$ cat config.mk
export PLATFORM = sky130hd
export DESIGN_NAME = switch_debounce_toggle
export DESIGN_NICKNAME = d
export VERILOG_FILES = /design/src/rtl/switch_debounce_toggle.sv
export SDC_FILE = /design/constraint.sdc
export NUM_CORES = 1
export LEC_CHECK = 0
export CAP_MARGIN = 20
export CORE_MARGIN = 3
export CORE_UTILIZATION = 41
export CTS_BUF_LIST = sky130_fd_sc_hd__clkbuf_2 sky130_fd_sc_hd__clkbuf_4 sky130_fd_sc_hd__clkbuf_8
export CTS_CLUSTER_SIZE = 24
export DETAILED_ROUTE_END_ITERATION = 8
export PLACE_DENSITY_LB_ADDON = 0.3
export REMOVE_ABC_BUFFERS = 1
export SLEW_MARGIN = 20
export SYNTH_ARGS = -nofsm -noshare
export SYNTH_HDL_FRONTEND = slang
export SYNTH_SLANG_ARGS = --single-unit
$ cat constraint.sdc
create_clock -name clock -period 2 [get_ports clock]
set_input_delay 0.2 -clock clock [delete_from_list [all_inputs] [get_ports clock]]
set_output_delay 0.2 -clock clock [all_outputs]
set_load 0.02 [all_outputs]
$ cat src/rtl/switch_debounce_toggle.sv
// Push-button synchronizer, debouncer and toggle switch.
// A debounced press inverts switch; sw_clear forces it low.
module switch_debounce_toggle #(
  parameter int unsigned DEBOUNCE_CYCLES = 4,
  parameter int unsigned CNT_W           = 16
) (
  input  logic clock,
  input  logic reset_n,
  input  logic button,
  input  logic sw_clear,
  output logic switch,
  output logic stable,
  output logic press_pulse,
  output logic release_pulse
);

  typedef enum logic [1:0] {
    IDLE_LOW,
    WAIT_HIGH,
    HELD_HIGH,
    WAIT_LOW
  } state_e;

  localparam logic [CNT_W-1:0] CNT_LAST = CNT_W'(DEBOUNCE_CYCLES - 1);
  localparam logic [CNT_W-1:0] CNT_ONE  = CNT_W'(1);

  logic             s1_q, s2_q;
  state_e           state_q, state_d;
  logic [CNT_W-1:0] cnt_q, cnt_d;
  logic             switch_q, switch_d;
  logic             stable_q, stable_d;
  logic             press_q, press_d;
  logic             release_q, release_d;

  always_ff @(posedge clock or negedge reset_n) begin
    if (!reset_n) begin
      s1_q      <= 1'b0;
      s2_q      <= 1'b0;
      state_q   <= IDLE_LOW;
      cnt_q     <= '0;
      switch_q  <= 1'b0;
      stable_q  <= 1'b0;
      press_q   <= 1'b0;
      release_q <= 1'b0;
    end else begin
      s1_q      <= button;
      s2_q      <= s1_q;
      state_q   <= state_d;
      cnt_q     <= cnt_d;
      switch_q  <= switch_d;
      stable_q  <= stable_d;
      press_q   <= press_d;
      release_q <= release_d;
    end
  end

  always_comb begin
    state_d   = state_q;
    cnt_d     = cnt_q;
    press_d   = 1'b0;
    release_d = 1'b0;
    unique case (state_q)
      IDLE_LOW: begin
        if (s2_q) begin
          state_d = WAIT_HIGH;
          cnt_d   = CNT_ONE;
        end else begin
          cnt_d = '0;
        end
      end
      WAIT_HIGH: begin
        if (!s2_q) begin
          state_d = IDLE_LOW;
          cnt_d   = '0;
        end else if (cnt_q == CNT_LAST) begin
          state_d = HELD_HIGH;
          cnt_d   = '0;
          press_d = 1'b1;
        end else begin
          cnt_d = cnt_q + CNT_ONE;
        end
      end
      HELD_HIGH: begin
        if (!s2_q) begin
          state_d = WAIT_LOW;
          cnt_d   = CNT_ONE;
        end
      end
      WAIT_LOW: begin
        if (s2_q) begin
          state_d = HELD_HIGH;
          cnt_d   = '0;
        end else if (cnt_q == CNT_LAST) begin
          state_d   = IDLE_LOW;
          cnt_d     = '0;
          release_d = 1'b1;
        end else begin
          cnt_d = cnt_q + CNT_ONE;
        end
      end
    endcase
    // Clear has priority over a toggle landing on the same edge.
    stable_d = (state_d == HELD_HIGH) || (state_d == WAIT_LOW);
    if (sw_clear) begin
      switch_d = 1'b0;
    end else if (press_d) begin
      switch_d = ~switch_q;
    end else begin
      switch_d = switch_q;
    end
  end

  assign switch        = switch_q;
  assign stable        = stable_q;
  assign press_pulse   = press_q;
  assign release_pulse = release_q;

endmodule
Word level (Yosys, flattened, before mapping)
Cells that the tools add are included.
- bits in registers: 24
- output and inout port bits: 4
- word-level logic and storage cells: 40
- add/sub/neg operators: 1
- eq/ne operators: 7
- muxes and demuxes: 20
- bitwise logic cells: 1
- reductions and logical operators: 3
- operator list (cell ; number):
    16-bit two-way mux ; 4
    16-bit case mux with 4 select lines ; 1
    16-bit by 1-bit adder with 16-bit output, second input constant ; 1
    16-bit by 2-bit == test with 1-bit output, second input constant ; 1
    2-bit two-way mux ; 6
    2-bit == test, second input constant ; 4
    1-bit two-way mux ; 8
    2-bit case mux with 4 select lines ; 1
    2-bit by 1-bit == test with 1-bit output, second input constant ; 1
    2-bit logical NOT ; 1
    2-bit inequality test, second input constant ; 1
    2-bit nonzero test ; 1
    1-bit logical OR ; 1
    1-bit inverter ; 1

Depth between registers and ports, before layout
Gate-level depths: netlist (run 1).
- word-level depth: 6
- gate-level depth with buffers: 7
- depth with buffers taken out: 5

Worst setup path after synthesis (run 1)
OpenSTA, ideal clock, no wires.
- path type: register -> register
- start point: register cnt_q[0]
- end point: register switch_q, in the netlist switch
- library setup time: 0.127 ns
- arrival: 1.607 ns
- data required time: 1.873 ns
- slack: 0.265 ns
- cell stages (with the launch flop): 6
- buffers on the path: 0
- clock period less this slack: 1.735 ns
- cells stage by stage: dfrtp_1 -> ha_1 -> nor4b_1 -> and4_1 -> and4_1 -> mux2_1
- cells in the longest elaborated chain, start to end: 5
- RTL lines (what ; line ; text):
    start, declared ; 29 ; logic [CNT_W-1:0] cnt_q, cnt_d;
    start signal, assigned ; 49 ; cnt_q <= cnt_d;
    16-bit by 2-bit == test with 1-bit output ; 75 ; end else if (cnt_q == CNT_LAST) begin
    1-bit two-way mux ; 75 ;
    1-bit two-way mux ; 72 ; if (!s2_q) begin
    1-bit two-way mux ; 62 ; unique case (state_q)
    net press_d ; 32 ; logic press_q, press_d;
    2-bit nonzero test (no line) ; - ;
    end signal, assigned ; 50 ; switch_q <= switch_d;
    end, declared ; 30 ; logic switch_q, switch_d;
The timed path passes the listed nets, and every way through them passes these cells.
A chain may end at the register's enable or synchronous reset.

Worst setup path in the final report (run 1)
- start point: register cnt_q[0]
- end point: register cnt_q[7]
- cells in the longest elaborated chain, start to end: 4
- RTL lines (what ; line):
    16-bit by 1-bit adder with 16-bit output or 16-bit by 2-bit == test with 1-bit output (tied branches) ; -
    16-bit two-way mux (*) ; 75, 93
    16-bit two-way mux (on tied branches) ; 90, 72
    16-bit case mux with 4 select lines (*) ; 62
Mark *: on every way between the ends. The rest lies on a longest branch, timed or not.

==> results of run 1 <==
[synth_stat cells (4+ instances only)]
master   count  area (um^2)
and2_1       4         25.0
a31oi_1     15         93.8
nand3_1      8         40.0
o21ai_0      5         25.0
nor3_1       5         25.0
and3_1       8         50.1
nor2_1       4         15.0
a41oi_1      4         35.0
dfrtp_1     23          576
inv_1        5         18.8
nand4_1      4         25.0
nand2_1      6         22.5
[state kept, by name (all words and copies together), names as in the netlist]
register and count:
state_q 1, release_pulse 1, switch 1, s2_q 1, cnt_q 16, stable 1
press_pulse 1, s1_q 1
[timing repair]
action	in CTS	in global routing
setup buffers	0	0
resized for setup	0	1
endpoints found under the setup margin	0	3
[metal layers]
layer | vias to the layer above | global-route usage, % | share of wire [%]
met3 | 2 | 3.98 | 5.9
met4 | 0 | 6.36 | 0.73
met1 | 545 | 23.1 | 48
met5 | - | 0 | 0
li1 | 525 | - | -
met2 | 31 | 24.7 | 45
[kinds of logic after synthesis]
logic type               share of synthesized area [%]
AND/OR/NAND/NOR                                   24.9
buffers and inverters                             5.74
flip-flops                                        45.5
multiplexers                                      2.87
XOR/XNOR                                         0.693
adder cells (fa/ha/maj)                          0.989
AO/OA/AOI/OAI                                     19.3
[where the power goes]
group	total, mW	switching (mW)	internal, mW
combinational	0.552	0.317	0.235
sequential	0.615	0.0895	0.525
clock	0.217	0.142	0.0749
[layout make-up]
cell class / count / area [um^2] / area share, %
clock inverter: 1 / 5.00 / 0.360
multi-input combinational: 94 / 623 / 44.8
tap: 31 / 38.8 / 2.79
inverter: 5 / 18.8 / 1.35
timing repair buffer: 12 / 108 / 7.73
sequential: 23 / 576 / 41.4
clock buffer: 3 / 22.5 / 1.62
[worst paths after layout]
kind | from | to | depth (start not counted)
worst max-delay path | cnt_q[0] | cnt_q[7] | 6
worst min-delay path | reset_n | cnt_q[9] | 2
worst max register to register | cnt_q[0] | cnt_q[7] | 6
worst min register to register | s1_q | s2_q | 0
max in group asynchronous | reset_n | cnt_q[7] | 2
min in group clock | button | s1_q | 1
==> impl_metrics.tcl, run 1 <==
set metrics [dict create \
    status "complete, no violations" \
    period_share_pct 92.5 \
    relSlewSlack_pct 59.1 \
    clk_path_buf_depth 2 \
    finalSetupTns_ns 0 \
    worst-r2r-setup-slack_ns 0.15 \
    cp_top_family "simple AND/OR/NAND/NOR gates" \
    dr.pass1.iters 4 \
    cp_max_fo 11 \
    setup_violations 0 \
    period_needed_ns 1.85 \
    cts.sinks 23 \
    dpl-instance-area_um2 1360 \
    fin_ws_ns 0.150 \
    hold_path.class "in2async" \
    drcViolationCount 0 \
    port_buffers 7 \
    cpPeakStageDelay_ns 0.50 \
    syn_avg_cell_area_um2 9.81 \
    dp_cells 165 \
    hold_viol_final 0 \
    drv_cap 0 \
    power_mw 1.38 \
    yosysWarnings 0 \
    dpl.hpwl_um 1910 \
    boundaryPins 8 \
    rows 19 \
    synth_cell_type_count 37 \
    die_w_um 61.5 \
    max_freq_ghz 0.541 \
    area_growth_pct 9.99 \
    critPathRequiredTime_ns 2.24 \
    holdWs_ns 0.212 \
    synthFlopType "dfrtp_1" \
    rsz0062_at_grt "no" \
    cp.arrival_ns 2.09 \
    drt_iter0_drc 62 \
    clkLatencyLatePin_ns 0.32 \
    start_util_pct 44.3 \
    grt_pass1_vias 1056 \
    ant_nets 0 \
    diodes 0 \
    clkTransAtPathRegs_ns 0.13 \
    worst-path-buf-inv 1 \
    worst_setup_path_end_kind "register" \
    irDropWorstVdd_v 0.000592 \
    htree_levels 1 \
    cp_slowest_cell "or4_1" \
    grt_pass1_wl_um 4660 \
    synth_seq_area_share_pct 45.5 \
    path_class "reg2reg" \
    synth-edff-count 0 \
    wl_per_cell_um 16.2 \
    wirelength_um 2740 \
    cp_cell_sequence "ha_1 > nor4b_2 > and4_1 > buf_4 > or4_1 > o21ai_0" \
    cts_made_buffers 3 \
    mostFrequentLayoutCells "dfrtp_1 (23), a31oi_1 (15), and3_1 (8), nand3_1 (8), clkdlybuf4s50_1 (7)" \
    viasPerCell 6.53 \
    powerDensity_nw_per_um2 995 \
    drv_slew 0 \
    coreArea_um2 2850 \
    pre_cts_ws_ns 0.145 \
    fin_skew_ns 0.00434 \
    cts_root_buf "clkbuf_4" \
    worst_pin_slew_ns 0.611 \
    postSynthCellCount 129 \
    cts_tree "built" \
    nNetsFinal 144 \
    place.gp.congestion 0.857 \
    grt_overflow 0 \
    vias 1103 \
    start_kind "register" \
    fp.dieH_um 61.5 \
    ctsHoldBuffers 0 \
    antenna_found_initial 0 \
    die_area_um2 3790 \
    grtUsageTotal_pct 16.6 \
    final_cell_area_um2 1390 \
    fill_cells 266 \
    grt_max_degree 24 \
    synth-seq-cells 23 \
    stdcell_count 169 \
    synth-async-reset-ratio_pct 100 \
    drive_above_1_share_pct 10.1 \
    total_leakage_power_nw 0.605 \
    final_common_cell "dfrtp_1" \
    post-route-util_pct 48.8 \
    netlist_area_um2 1260 \
]
Note: power is estimated with default switching activity, not from simulation.
==> inputs of run 2 (changes only) <==
--- a/config.mk
+++ b/config.mk
@@ -5,8 +5,8 @@
 export SDC_FILE = /design/constraint.sdc
 export NUM_CORES = 1
 export LEC_CHECK = 0
+export ABC_AREA = 1
 export CAP_MARGIN = 20
-export CORE_MARGIN = 3
 export CORE_UTILIZATION = 41
 export CTS_BUF_LIST = sky130_fd_sc_hd__clkbuf_2 sky130_fd_sc_hd__clkbuf_4 sky130_fd_sc_hd__clkbuf_8
 export CTS_CLUSTER_SIZE = 24
==> constraint.sdc (replaced) <==
create_clock -name clock -period 1.8 [get_ports clock]
set_input_delay 0.18 -clock clock [delete_from_list [all_inputs] [get_ports clock]]
set_output_delay 0.18 -clock clock [all_outputs]
set_load 0.02 [all_outputs]
==> run 2 against run 1 <==
Non-clock buffer count is 3 lower; combinational power is 36% lower; sequential share of layout area is 3.6 points lower; setup slack better by 0.063 ns; wire length is 1.1% lower; register-to-register slack better by 0.22 ns; via count is 4.0% higher; synthesized area is 9.1% higher; largest cell class unchanged.
==> impl_metrics.tcl, run 2 <==
set metrics [dict create \
    status "complete, no violations" \
    drv_cap 0 \
    power_mw 1.24 \
    period_share_pct 88.1 \
    rows 20 \
    nNetsFinal 204 \
    period_needed_ns 1.59 \
    cts_root_buf "clkbuf_4" \
    synth_area_leaders "dfrtp_1 (42%), nand2_1 (14%), inv_1 (6.5%)" \
    dpl.hpwl_um 2040 \
    diodes 0 \
    fin_ws_ns 0.213 \
    fin_skew_ns 0.00505 \
    boundaryPins 8 \
    cts.sinks 23 \
    path_class "reg2out" \
    irDropWorstVdd_v 0.000713 \
    worst_pin_slew_ns 0.297 \
    finalSetupTns_ns 0 \
    grt_overflow 0 \
    grt_pass1_wl_um 4780 \
    hold_path.class "in2async" \
    wl_per_cell_um 11.2 \
    viasPerCell 4.74 \
    mostFrequentLayoutCells "nand2_1 (52), inv_1 (24), nor2_1 (24)" \
    powerDensity_nw_per_um2 814 \
    drt_iter0_drc 70 \
    dpl-instance-area_um2 1490 \
    vias 1147 \
    yosys.area.top_type "dfrtp_1" \
    total_leakage_power_nw 0.719 \
    synth_seq_area_share_pct 41.7 \
    final_common_cell "nand2_1" \
    max_freq_ghz 0.630 \
    area_growth_pct 10.3 \
    netlist_area_um2 1380 \
    drcViolationCount 0 \
    grt_max_degree 24 \
    setup_violations 0 \
    drv_slew 0 \
    cp_slowest_cell "clkdlybuf4s50_1" \
    wirelength_um 2710 \
    grtUsageTotal_pct 17.9 \
    relSlewSlack_pct 80.2 \
    start_util_pct 44.1 \
    final_cell_area_um2 1520 \
    cts_resized 0 \
    ctsHoldBuffers 0 \
    start_kind "register" \
    cp_max_fo 7 \
    cp.arrival_ns 1.41 \
    largest_reg_flops 16 \
    ys_top_cells_by_count "nand2_1 (52), inv_1 (24), nor2_1 (24)" \
    die_area_um2 3600 \
    regMostFlops "cnt_q" \
    cts_made_buffers 3 \
    cp_cell_sequence "clkdlybuf4s50_1" \
    port_buffers 7 \
    worst-path-buf-inv 1 \
    pre_cts_ws_ns 0.378 \
    yosysWarnings 0 \
    synth.top_cell.area_share_pct 41.7 \
    drive_above_1_share_pct 12.1 \
    clkLatencyLatePin_ns 0.31 \
    worst_setup_path_end_kind "output pin" \
    cp_top_family "buffers and inverters" \
    place.gp.congestion 0.900 \
    synth-edff-count 0 \
    holdWs_ns 0.199 \
    yosysMostFrequentCell "nand2_1" \
    htree_levels 1 \
    clkTransAtPathRegs_ns 0.12 \
    synth-seq-cells 23 \
    postSynthCellCount 188 \
    syn_avg_cell_area_um2 7.34 \
    cts_tree "built" \
    fp.dieH_um 60.0 \
    coreArea_um2 3130 \
    cpPeakStageDelay_ns 0.64 \
    antenna_found_initial 0 \
    synth_cell_type_count 23 \
    hold_viol_final 0 \
    grt_pass1_vias 1096 \
    ant_nets 0 \
    clk_path_buf_depth 2 \
    rsz0062_at_grt "no" \
    dr.pass1.iters 4 \
    critPathRequiredTime_ns 1.62 \
    die_w_um 60.0 \
    synth-async-reset-ratio_pct 100 \
    synthFlopType "dfrtp_1" \
    post_cts_buffers 0 \
]
## run 2: per-layer routing
layer | global-route usage [%] | wire (um) | up-vias
met5 | 0 | 0 | -
li1 | - | - | 610
met1 | 23.1 | 1350 | 517
met2 | 30.2 | 1250 | 15
met3 | 3.90 | 85 | 5
met4 | 4.98 | 28 | 0
## run 2: layout make-up
cell class | instances | area (um^2)
clock buffer | 4 | 30.0
sequential | 23 | 576
tap | 44 | 55.1
multi-input combinational | 137 | 683
inverter | 25 | 93.8
timing repair buffer | 9 | 85.1
fill | 300 | 1610
## run 2: power breakdown
part	internal, mW	total, mW	leakage, nW	switching (mW)
Clock	0.102	0.254	0.0184	0.153
Sequential	0.568	0.630	0.310	0.0615
Combinational	0.132	0.356	0.390	0.224
## run 2: stage by stage
step	utilization, %	instances
2_1_floorplan	-	185
3_3_place_gp	47.7	238
3_5_place_dp	47.7	238
4_1_cts	48.7	242
5_1_grt	48.7	242
6_report	48.7	242
## run 2: logic make-up after synthesis
group                      share of synthesized area (%)
buffers and inverters                               8.79
DFF                                                 41.7
adders and majority gates                          0.906
and+or+nand+nor                                     38.0
xor gates and xnor gates                            3.17
AOI/OAI and AO/OA                                   7.43
## run 2: final timing paths
check                      slack [ns]         to  startpoint  cells after the start
setup reg to reg                 0.37  cnt_q[14]    cnt_q[0]                      8
hold reg to reg                  0.37       s2_q        s1_q                      0
max in group asynchronous        1.37   cnt_q[5]     reset_n                      2
min in group clock               0.30       s1_q      button                      1
setup / recovery                 0.21     stable      stable                      1
hold / removal                   0.20  cnt_q[15]     reset_n                      2
